$ cat src/rtl/decode_stage_pkg.sv
// Shared ISA definitions and decode helper for the decode stage.
// Holds the opcode/funct encodings that the ALU also uses, the NOP word, the
// decoded-control and operand-bundle structs, and a pure decode function.
package decode_stage_pkg;

  localparam logic [5:0] OP_RTYPE = 6'b000000;
  localparam logic [5:0] OP_ADDI  = 6'b001000;
  localparam logic [5:0] OP_ANDI  = 6'b001100;
  localparam logic [5:0] OP_ORI   = 6'b001101;
  localparam logic [5:0] OP_XORI  = 6'b001110;
  localparam logic [5:0] OP_LUI   = 6'b001111;

  localparam logic [5:0] FN_SLL = 6'b000000;
  localparam logic [5:0] FN_SRL = 6'b000010;
  localparam logic [5:0] FN_SRA = 6'b000011;
  localparam logic [5:0] FN_ADD = 6'b100000;
  localparam logic [5:0] FN_SUB = 6'b100010;
  localparam logic [5:0] FN_AND = 6'b100100;
  localparam logic [5:0] FN_OR  = 6'b100101;
  localparam logic [5:0] FN_XOR = 6'b100110;
  localparam logic [5:0] FN_NOR = 6'b100111;

  localparam logic [31:0] NOP_WORD = 32'h0000_0000;

  typedef enum logic [1:0] {RS_ZERO, RS_REG, RS_IMM} rs_sel_e;
  typedef enum logic [1:0] {RT_ZERO, RT_REG, RT_SEXT, RT_ZEXT} rt_sel_e;

  typedef struct packed {
    logic       legal;
    logic       use_a;   // instr[25:21] is read
    logic       use_b;   // instr[20:16] is read
    rs_sel_e    rs_sel;
    rt_sel_e    rt_sel;
    logic [5:0] funct;
    logic [4:0] shamt;
    logic [4:0] dest;
  } dec_t;

  typedef struct packed {
    logic [31:0] rs;
    logic [31:0] rt;
    logic [5:0]  funct;
    logic [4:0]  shamt;
    logic [4:0]  dest;
    logic        we;
  } bundle_t;

  function automatic logic funct_ok(input logic [5:0] f);
    case (f)
      FN_ADD, FN_SUB, FN_AND, FN_OR, FN_XOR, FN_NOR,
      FN_SLL, FN_SRL, FN_SRA: funct_ok = 1'b1;
      default:                funct_ok = 1'b0;
    endcase
  endfunction

  // Unsupported words fall through with legal=0, funct=add and zero operands.
  function automatic dec_t decode(input logic [31:0] w);
    dec_t d;
    d        = '0;
    d.rs_sel = RS_ZERO;
    d.rt_sel = RT_ZERO;
    d.funct  = FN_ADD;
    case (w[31:26])
      OP_RTYPE: begin
        if (funct_ok(w[5:0])) begin
          d.legal  = 1'b1;
          d.use_a  = 1'b1;
          d.use_b  = 1'b1;
          d.rs_sel = RS_REG;
          d.rt_sel = RT_REG;
          d.funct  = w[5:0];
          d.shamt  = w[10:6];
          d.dest   = w[15:11];
        end
      end
      OP_ADDI, OP_ANDI, OP_ORI, OP_XORI: begin
        d.legal  = 1'b1;
        d.use_a  = 1'b1;
        d.rs_sel = RS_REG;
        d.rt_sel = (w[31:26] == OP_ADDI) ? RT_SEXT : RT_ZEXT;
        d.dest   = w[20:16];
        case (w[31:26])
          OP_ANDI: d.funct = FN_AND;
          OP_ORI:  d.funct = FN_OR;
          OP_XORI: d.funct = FN_XOR;
          default: d.funct = FN_ADD;
        endcase
      end
      OP_LUI: begin
        d.legal  = 1'b1;
        d.rs_sel = RS_IMM;
        d.funct  = FN_SLL;
        d.shamt  = 5'd16;
        d.dest   = w[20:16];
      end
      default: ;
    endcase
    return d;
  endfunction

endpackage

$ cat src/rtl/decode_stage_regfile.sv
// 32x32 register file, two asynchronous read ports, one write port on clk.
// r0 always reads 0 and ignores writes. With WB_BYPASS=1 a read of the index
// being written this cycle returns the incoming wdata instead of the old value.
// Ports: clk; ra_addr/ra_data, rb_addr/rb_data read ports; we/waddr/wdata write.
module decode_stage_regfile #(
  parameter bit WB_BYPASS = 1'b1
) (
  input  logic        clk,
  input  logic [4:0]  ra_addr,
  output logic [31:0] ra_data,
  input  logic [4:0]  rb_addr,
  output logic [31:0] rb_data,
  input  logic        we,
  input  logic [4:0]  waddr,
  input  logic [31:0] wdata
);

  // No reset: contents survive rst and flush.
  logic [31:0] mem [0:31];

  always_ff @(posedge clk) begin
    if (we && waddr != 5'd0) mem[waddr] <= wdata;
  end

  function automatic logic [31:0] rd(input logic [4:0] a);
    if (a == 5'd0)                          rd = '0;
    else if (WB_BYPASS && we && waddr == a) rd = wdata;
    else                                    rd = mem[a];
  endfunction

  assign ra_data = rd(ra_addr);
  assign rb_data = rd(rb_addr);

endmodule

$ cat src/rtl/decode_stage.sv
// Decode / register-read stage feeding the combinational ALU.
// Decodes a 32-bit MIPS-style word, reads the register file, interlocks on
// busy source registers and presents the operand bundle through a valid/ready
// output register (1-cycle latency).
// Ports: clk, rst (sync, active high); in_valid/in_ready/in_instr from fetch;
// flush; wb_we/wb_addr/wb_data writeback; out_valid/out_ready handshake with
// out_rs/out_rt/out_funct/out_shamt/out_dest/out_we bundle; illegal pulse.
module decode_stage
  import decode_stage_pkg::*;
#(
  parameter bit WB_BYPASS  = 1'b1,
  parameter bit SCOREBOARD = 1'b1
) (
  input  logic        clk,
  input  logic        rst,
  input  logic        in_valid,
  output logic        in_ready,
  input  logic [31:0] in_instr,
  input  logic        flush,
  input  logic        wb_we,
  input  logic [4:0]  wb_addr,
  input  logic [31:0] wb_data,
  output logic        out_valid,
  input  logic        out_ready,
  output logic [31:0] out_rs,
  output logic [31:0] out_rt,
  output logic [5:0]  out_funct,
  output logic [4:0]  out_shamt,
  output logic [4:0]  out_dest,
  output logic        out_we,
  output logic        illegal
);

  dec_t        dec;
  logic [4:0]  src_a, src_b;
  logic [31:0] ra_data, rb_data;
  logic [31:1] busy;
  logic [31:0] busy_now, busy_n, wb_clr;
  logic        hazard, stall, accept;
  bundle_t     bundle_n, out_q;

  assign dec   = decode(in_instr);
  assign src_a = in_instr[25:21];
  assign src_b = in_instr[20:16];

  decode_stage_regfile #(.WB_BYPASS(WB_BYPASS)) u_rf (
    .clk    (clk),
    .ra_addr(src_a),
    .ra_data(ra_data),
    .rb_addr(src_b),
    .rb_data(rb_data),
    .we     (wb_we),
    .waddr  (wb_addr),
    .wdata  (wb_data)
  );

  // A register whose writeback lands this cycle is already readable through
  // the bypass, so it stops counting as busy right away.
  assign wb_clr   = (WB_BYPASS && wb_we) ? (32'd1 << wb_addr) : '0;
  assign busy_now = {busy, 1'b0} & ~wb_clr;

  always_comb begin
    hazard = 1'b0;
    if (dec.use_a && busy_now[src_a]) hazard = 1'b1;
    if (dec.use_b && busy_now[src_b]) hazard = 1'b1;
  end

  assign stall    = SCOREBOARD && in_valid && hazard;
  assign in_ready = ~stall & (~out_valid | out_ready);
  assign accept   = in_valid & in_ready & ~flush;

  always_comb begin
    bundle_n       = '0;
    bundle_n.funct = dec.funct;
    bundle_n.shamt = dec.shamt;
    bundle_n.dest  = dec.dest;
    bundle_n.we    = dec.legal && (dec.dest != 5'd0);
    case (dec.rs_sel)
      RS_REG:  bundle_n.rs = ra_data;
      RS_IMM:  bundle_n.rs = {16'h0000, in_instr[15:0]};
      default: bundle_n.rs = '0;
    endcase
    case (dec.rt_sel)
      RT_REG:  bundle_n.rt = rb_data;
      RT_SEXT: bundle_n.rt = {{16{in_instr[15]}}, in_instr[15:0]};
      RT_ZEXT: bundle_n.rt = {16'h0000, in_instr[15:0]};
      default: bundle_n.rt = '0;
    endcase
  end

  // Clear first, then set, so a same-edge set of the same index wins.
  always_comb begin
    busy_n = {busy, 1'b0};
    if (wb_we) busy_n[wb_addr] = 1'b0;
    if (accept && bundle_n.we) busy_n[bundle_n.dest] = 1'b1;
    busy_n[0] = 1'b0;
  end

  always_ff @(posedge clk) begin
    if (rst) begin
      out_valid <= 1'b0;
      out_q     <= '0;
      illegal   <= 1'b0;
      busy      <= '0;
    end else begin
      illegal <= accept & ~dec.legal;
      busy    <= flush ? '0 : busy_n[31:1];
      if (flush) begin
        out_valid <= 1'b0;
      end else if (accept) begin
        out_valid <= 1'b1;
        out_q     <= bundle_n;
      end else if (out_ready) begin
        out_valid <= 1'b0;
      end
    end
  end

  assign out_rs    = out_q.rs;
  assign out_rt    = out_q.rt;
  assign out_funct = out_q.funct;
  assign out_shamt = out_q.shamt;
  assign out_dest  = out_q.dest;
  assign out_we    = out_q.we;

endmodule

$ cat config.mk
export PLATFORM = sky130hd
export DESIGN_NAME = decode_stage
export DESIGN_NICKNAME = d
export VERILOG_FILES = /design/src/rtl/decode_stage_pkg.sv /design/src/rtl/decode_stage_regfile.sv /design/src/rtl/decode_stage.sv
export SDC_FILE = /design/constraint.sdc
export NUM_CORES = 2
export LEC_CHECK = 0
export CAP_MARGIN = 20
export CORE_MARGIN = 5
export CORE_UTILIZATION = 25
export DETAILED_ROUTE_END_ITERATION = 16
export HOLD_SLACK_MARGIN = 0.12
export REMOVE_ABC_BUFFERS = 1
export SETUP_SLACK_MARGIN = 0.02
export SLEW_MARGIN = 20
export SYNTH_ARGS = -nofsm -noshare
export SYNTH_HDL_FRONTEND = slang
export SYNTH_SLANG_ARGS = --single-unit
$ cat constraint.sdc
create_clock -name clk -period 10 [get_ports clk]
set_clock_uncertainty 0.05 [all_clocks]
set_input_delay 1 -clock clk [delete_from_list [all_inputs] [get_ports clk]]
set_output_delay 1 -clock clk [all_outputs]
set_load 0.05 [all_outputs]
== Word level (Yosys, flattened, before mapping) ==
Memory sizes are Yosys's and may differ from the RTL's.
Index checks and enable logic that the tools add are counted.
W data, S select, Z words.

* Reductions and logical operators: 22
* Muxes and demuxes: 36
* Order comparisons: 6
* Bitwise operators: 14
* Equal/unequal tests: 20
* Shifts and indexed selects: 1

{| class="wikitable"
|+ Operator list
! operator !! count
|-
| $mux W32 || 7
|-
| $pmux W32 S3 || 1
|-
| $and A32 B32 Y32 || 2
|-
| $not A32 Y32 || 2
|-
| $pmux W32 S2 || 1
|-
| $eq A6 B6 Y1 const B || 6
|-
| $or A32 B32 Y32 || 1
|-
| $shl A1 B5 Y32 const A || 1
|-
| $eq A6 B4 Y1 const B || 5
|-
| $lt A5 B6 Y1 const B || 4
|-
| $mux W23 || 1
|-
| $pmux W5 S2 || 2
|-
| $pmux W6 S3 || 1
|-
| $mux W1 || 14
|-
| $eq A6 B2 Y1 const B || 2
|-
| $logic_not A6 Y1 || 2
|-
| $bmux W1 S5 || 2
|-
| $demux W1 S5 || 2
|-
| $eq A5 B5 Y1 || 2
|-
| $ge A5 B1 Y1 const B || 2
|-
| $logic_and A1 B1 Y1 || 10
|-
| $logic_not A5 Y1 || 2
|-
| $reduce_bool A5 Y1 || 2
|-
| $pmux W3 S3 || 1
|-
| other kinds (14) || 24
|}

* Word-level logic and storage cells: 109
* Output and inout port bits: 84
* Input port bits: 75
* Memories: 1
* Bits in writable memories: 1,024
* Register bits: 114

{| class="wikitable"
|+ Memory list
! memory !! words !! width !! read ports !! clocked after Yosys merged registers in !! wr ports !! RTL line !! RTL
|-
| u_rf.mem || 32 || 32 || 2 || 0 || 1 || decode_stage_regfile.sv:19 || <nowiki>logic [31:0] mem [0:31];</nowiki>
|}

== Depth between registers and ports, before layout ==
* Depth in word-level cells: 16
* Mapped depth: 17
* Depth with buffers taken out: 15

== Cells and area by module ==
From an unflattened synthesis, not the netlist that was laid out.

* Cell total of the unflattened synthesis: 3,265
* Area, all modules: 54,572.3 um^2

{| class="wikitable"
|+ By module, submodules not included
! module !! area each (um^2) !! cells each !! sequential area each (um^2) !! times used
|-
| decode_stage_regfile || 47,951.0 || 2,524 || 30,749.5 || 1
|-
| decode_stage || 6,621.4 || 741 || 2,282.2 || 1
|}

== Worst setup path after synthesis ==
Ideal clock, no wire load.

* Path kind: in2out
* Start point: in wb_addr[2]
* End point: out in_ready
* Arrival: 4,885 ps
* Stages on the path: 10
* Buffers on the path: 2
* Slack: 4,065 ps
* Path through: buf_4 or4b_4 nor2_1 o22ai_1 a21o_1 o211ai_2 a21o_1 buf_6 nand2_1 a21oi_1

* Word-level cells in the longest chain between the ends: 12

{| class="wikitable"
|+ RTL lines
! what !! RTL line !! RTL
|-
| from (decl) || decode_stage.sv:21 || <nowiki>input logic [4:0] wb_addr,</nowiki>
|-
| $shl A1 B5 Y32 * || decode_stage.sv:59 || <nowiki>assign wb_clr = (WB_BYPASS && wb_we) ? (32'd1 << wb_addr) : '0;</nowiki>
|-
| $mux W32 * || decode_stage.sv:59 ||
|-
| $not A32 Y32 * || decode_stage.sv:60 || <nowiki>assign busy_now = {busy, 1'b0} & ~wb_clr;</nowiki>
|-
| $and A32 B32 Y32 * || decode_stage.sv:60 ||
|-
| $bmux W1 S5 || decode_stage.sv:64 || <nowiki>if (dec.use_a && busy_now[src_a]) hazard = 1'b1;</nowiki>
|-
| $mux W1 (implied by the code) || decode_stage.sv:64 ||
|-
| $logic_and A1 B1 Y1 || decode_stage.sv:64 ||
|-
| $mux W1 || decode_stage.sv:64 ||
|-
| $mux W1 * || decode_stage.sv:65 || <nowiki>if (dec.use_b && busy_now[src_b]) hazard = 1'b1;</nowiki>
|-
| $logic_and A1 B1 Y1 * || decode_stage.sv:68 || <nowiki>assign stall = SCOREBOARD && in_valid && hazard;</nowiki>
|-
| $not A1 Y1 * || decode_stage.sv:69 || <nowiki>assign in_ready = ~stall & (~out_valid | out_ready);</nowiki>
|-
| $and A1 B1 Y1 * || decode_stage.sv:69 ||
|-
| to (decl) || decode_stage.sv:17 || <nowiki>output logic in_ready,</nowiki>
|}

Every way passes the cells marked *; elsewhere a longest branch is shown, timed or not. The select of a mux whose other input is x is not followed.

== Final worst setup path ==
* Start point: in wb_addr[1]
* End point: out in_ready

The elaborated chain is that of the path after synthesis.

==> qor.txt <==
Setup bufs post-CTS: 0
Combinational family with the most area after synthesis: multiplexers
RSZ-0062 raised after global routing: no
Number of flops mapped to enable cells by yosys: 1,024
Max clock buf depth: 3
Reg clk slew, reported paths: 0.06 ns
Outcome: complete, no violations
Syn Area/Cell: 18.4 um2
Global-route wire length before repair: 248,000 um
Setup TNS: 0 ns
Vias: 31.9k
Final setup fails: 0
Area growth syn-to-layout: 17.2%
Seq/Total Area, Yosys: 0.619
DP Wirelength: 105,000 um
Number of global-route vias before repair: 32.4k
Total track usage: 0.154
Ys flop type: edfxtp_1
Clock sinks: 1,138
Mapped cell area: 53,400 um2
Xor/xnor share of the synthesized area: 0.00181
Multiplexer share of the synthesized area: 0.265
Commonest non-fill, non-tap cell in the layout: edfxtp_1
Antenna Violating Nets Remaining: 0
Largest net degree at the start of global routing: 129
Pre-antenna DRT Iters: 6
Synth Area in Compound Gates: 0.0562
Peak supply drop: 0.134 mV
GPL Wtd Cong: 0.885
Hold Path Class: flip-flop to flip-flop
I/O Buffers: 158
Post-layout min period: 6.29 ns
Layout Nets: 3,152
Max-slew violation count: 0
Share of layout cells above drive strength 1: 0.303
Critical path, cell by cell: clkdlybuf4s50_1 > nand2_1 > o211ai_1 > o2111ai_1 > a32oi_1 > a311o_1 > a21o_2 > nand2_1 > a21oi_1 > clkdlybuf4s50_1
Share of the synthesized area in the top cell type: 0.576
Max incr delay on CP: 0.89 ns
Synth area leaders: edfxtp_1 58%, mux4_2 24%, dfxtp_1 4.3%
CTS resizes: 0
Clock root cell: clkbuf_16
LEAKAGE: 0.0192 uW
#FFs+latches synth: 1,138
Crit start category: input port
CTS tree: done
Clock latency on the worst-skew pair: 0.74 ns
Worst Path Max Fanout: 16
Crit share post-route: 0.629
Post-CTS Hold Buffers: 0
Reg2reg setup slack: 6.42 ns
Initial antenna violation count: 24
Initial Utilization: 0.251
Setup crit end kind: output port
Io pins: 159
Fraction of the mapped netlist area in adder cells: 0.000469
Most frequent cells in the layout: 1,024 x edfxtp_1, 566 x mux4_2, 145 x clkdlybuf4s50_1
Worst EP required: 8.95 ns
Synth Area in Simple Gates: 0.0319
Synth Instances: 2,907
Slew @ Worst Pin: 1.19 ns
Count of different cell masters after synthesis: 72
# rows: 169
Final wirelength: 177,000 um
Fmax: 0.159 GHz
Drt wl/cell: 29.4 um
Crit path DAT: 5.24 ns
CP max stage cell: clkdlybuf4s50_1
Drt drc: 0
Die Ht: 472 um
H-tree depth: 3
Via density: 5.30
Rel. slew slack: 0.206
Power per cell area: 172 nW/um2
Total grt overflow: 0
Core Area: 212,000 um2
Syn. warnings: 0
Fin Hold WS: 0.401 ns
Crit Path Class: input port to output port
CTS buffer count: 120
Die Wd: 472 um
Initial DRC count: 3,824
Final Hold Viols: 0
Area leader, netlist: edfxtp_1
Total of max-cap violations: 0
DIE AREA: 223,000 um2
Post-synth ARST share: 0
[final cells by class]
class | count | area, um2
fillers | 20900 | 150000
clock inverters | 66 | 583
multi-input cells | 1502 | 19400
inverters | 50 | 195
repair buffers | 263 | 2430
well taps | 2821 | 3530
flip-flops and latches | 1138 | 33000
clock buffers | 162 | 3400
diodes | 12 | 30.0
[cells in the mapped netlist (all sizes together), types with 37 or more instances]
cell,number
dfxtp,114
mux4,566
nand2,109
edfxtp,1024
nor3,63
clkbuf,108
o22ai,37
buf,140
a221oi,67
nor2,68
mux2i,127
o21ai,88
inv,50
a21oi,42
[state kept, by name, indices dropped and copies added, names as in the netlist, 5 cells and up]
register   cells
out_funct      6
busy          31
out_rs        32
out_dest       5
out_rt        32
out_shamt      5
u_rf.mem    1024
[kinds of logic after synthesis]
group / count (synthesis)
adder cells (fa/ha/maj): 2
flip-flops: 1138
other: 1
buffers and inverters: 298
XOR/XNOR: 11
AND/OR/NAND/NOR: 347
AO/OA/AOI/OAI: 407
multiplexers: 703
[power by group]
part / internal, uW / leakage, uW / switching [uW] / total (uW)
Sequential: 5250 / 0.0102 / 38.1 / 5290
Clock: 2630 / 0.00195 / 1900 / 4530
Combinational: 402 / 0.00710 / 561 / 964
[per-layer routing]
metal	track usage	share of wire	vias to the layer above
met3	0.0340	0.087	395
met4	0.0721	0.053	10
met2	0.258	0.49	1754
met1	0.191	0.37	16900
met5	0	0.00033	-
li1	-	-	12800
[worst max-delay path, delay by kind of cell]
| family | cells | cell delay (ns) |
|---|---|---|
| buf+inv | 2 | 1.71 |
| compound gates | 6 | 1.54 |
| simple gates | 2 | 0.98 |
[metrics by stage]
stage               utilization  worst slack, ns  power [uW]  std cells  cell area, um2
floorplan                     -             3.67        5870       2690           52300
global placement          0.276             3.66        6350       5773           58500
detailed placement        0.276             3.72        6360       5773           58600
CTS                       0.295             3.72       10900       6001           62500
global route              0.295             3.63       11100       6007           62600
finish                    0.295             3.71       10800       6014           62600
[final timing paths]
path                             startpoint  depth (start not counted)           end
worst min-delay path            out_dest[0]                          1   out_dest[0]
worst max-delay path             wb_addr[1]                         10      in_ready
worst max register to register     busy[25]                          8  out_shamt[4]
worst min register to register  out_dest[0]                          1   out_dest[0]
(Power assumes the default switching activity.)
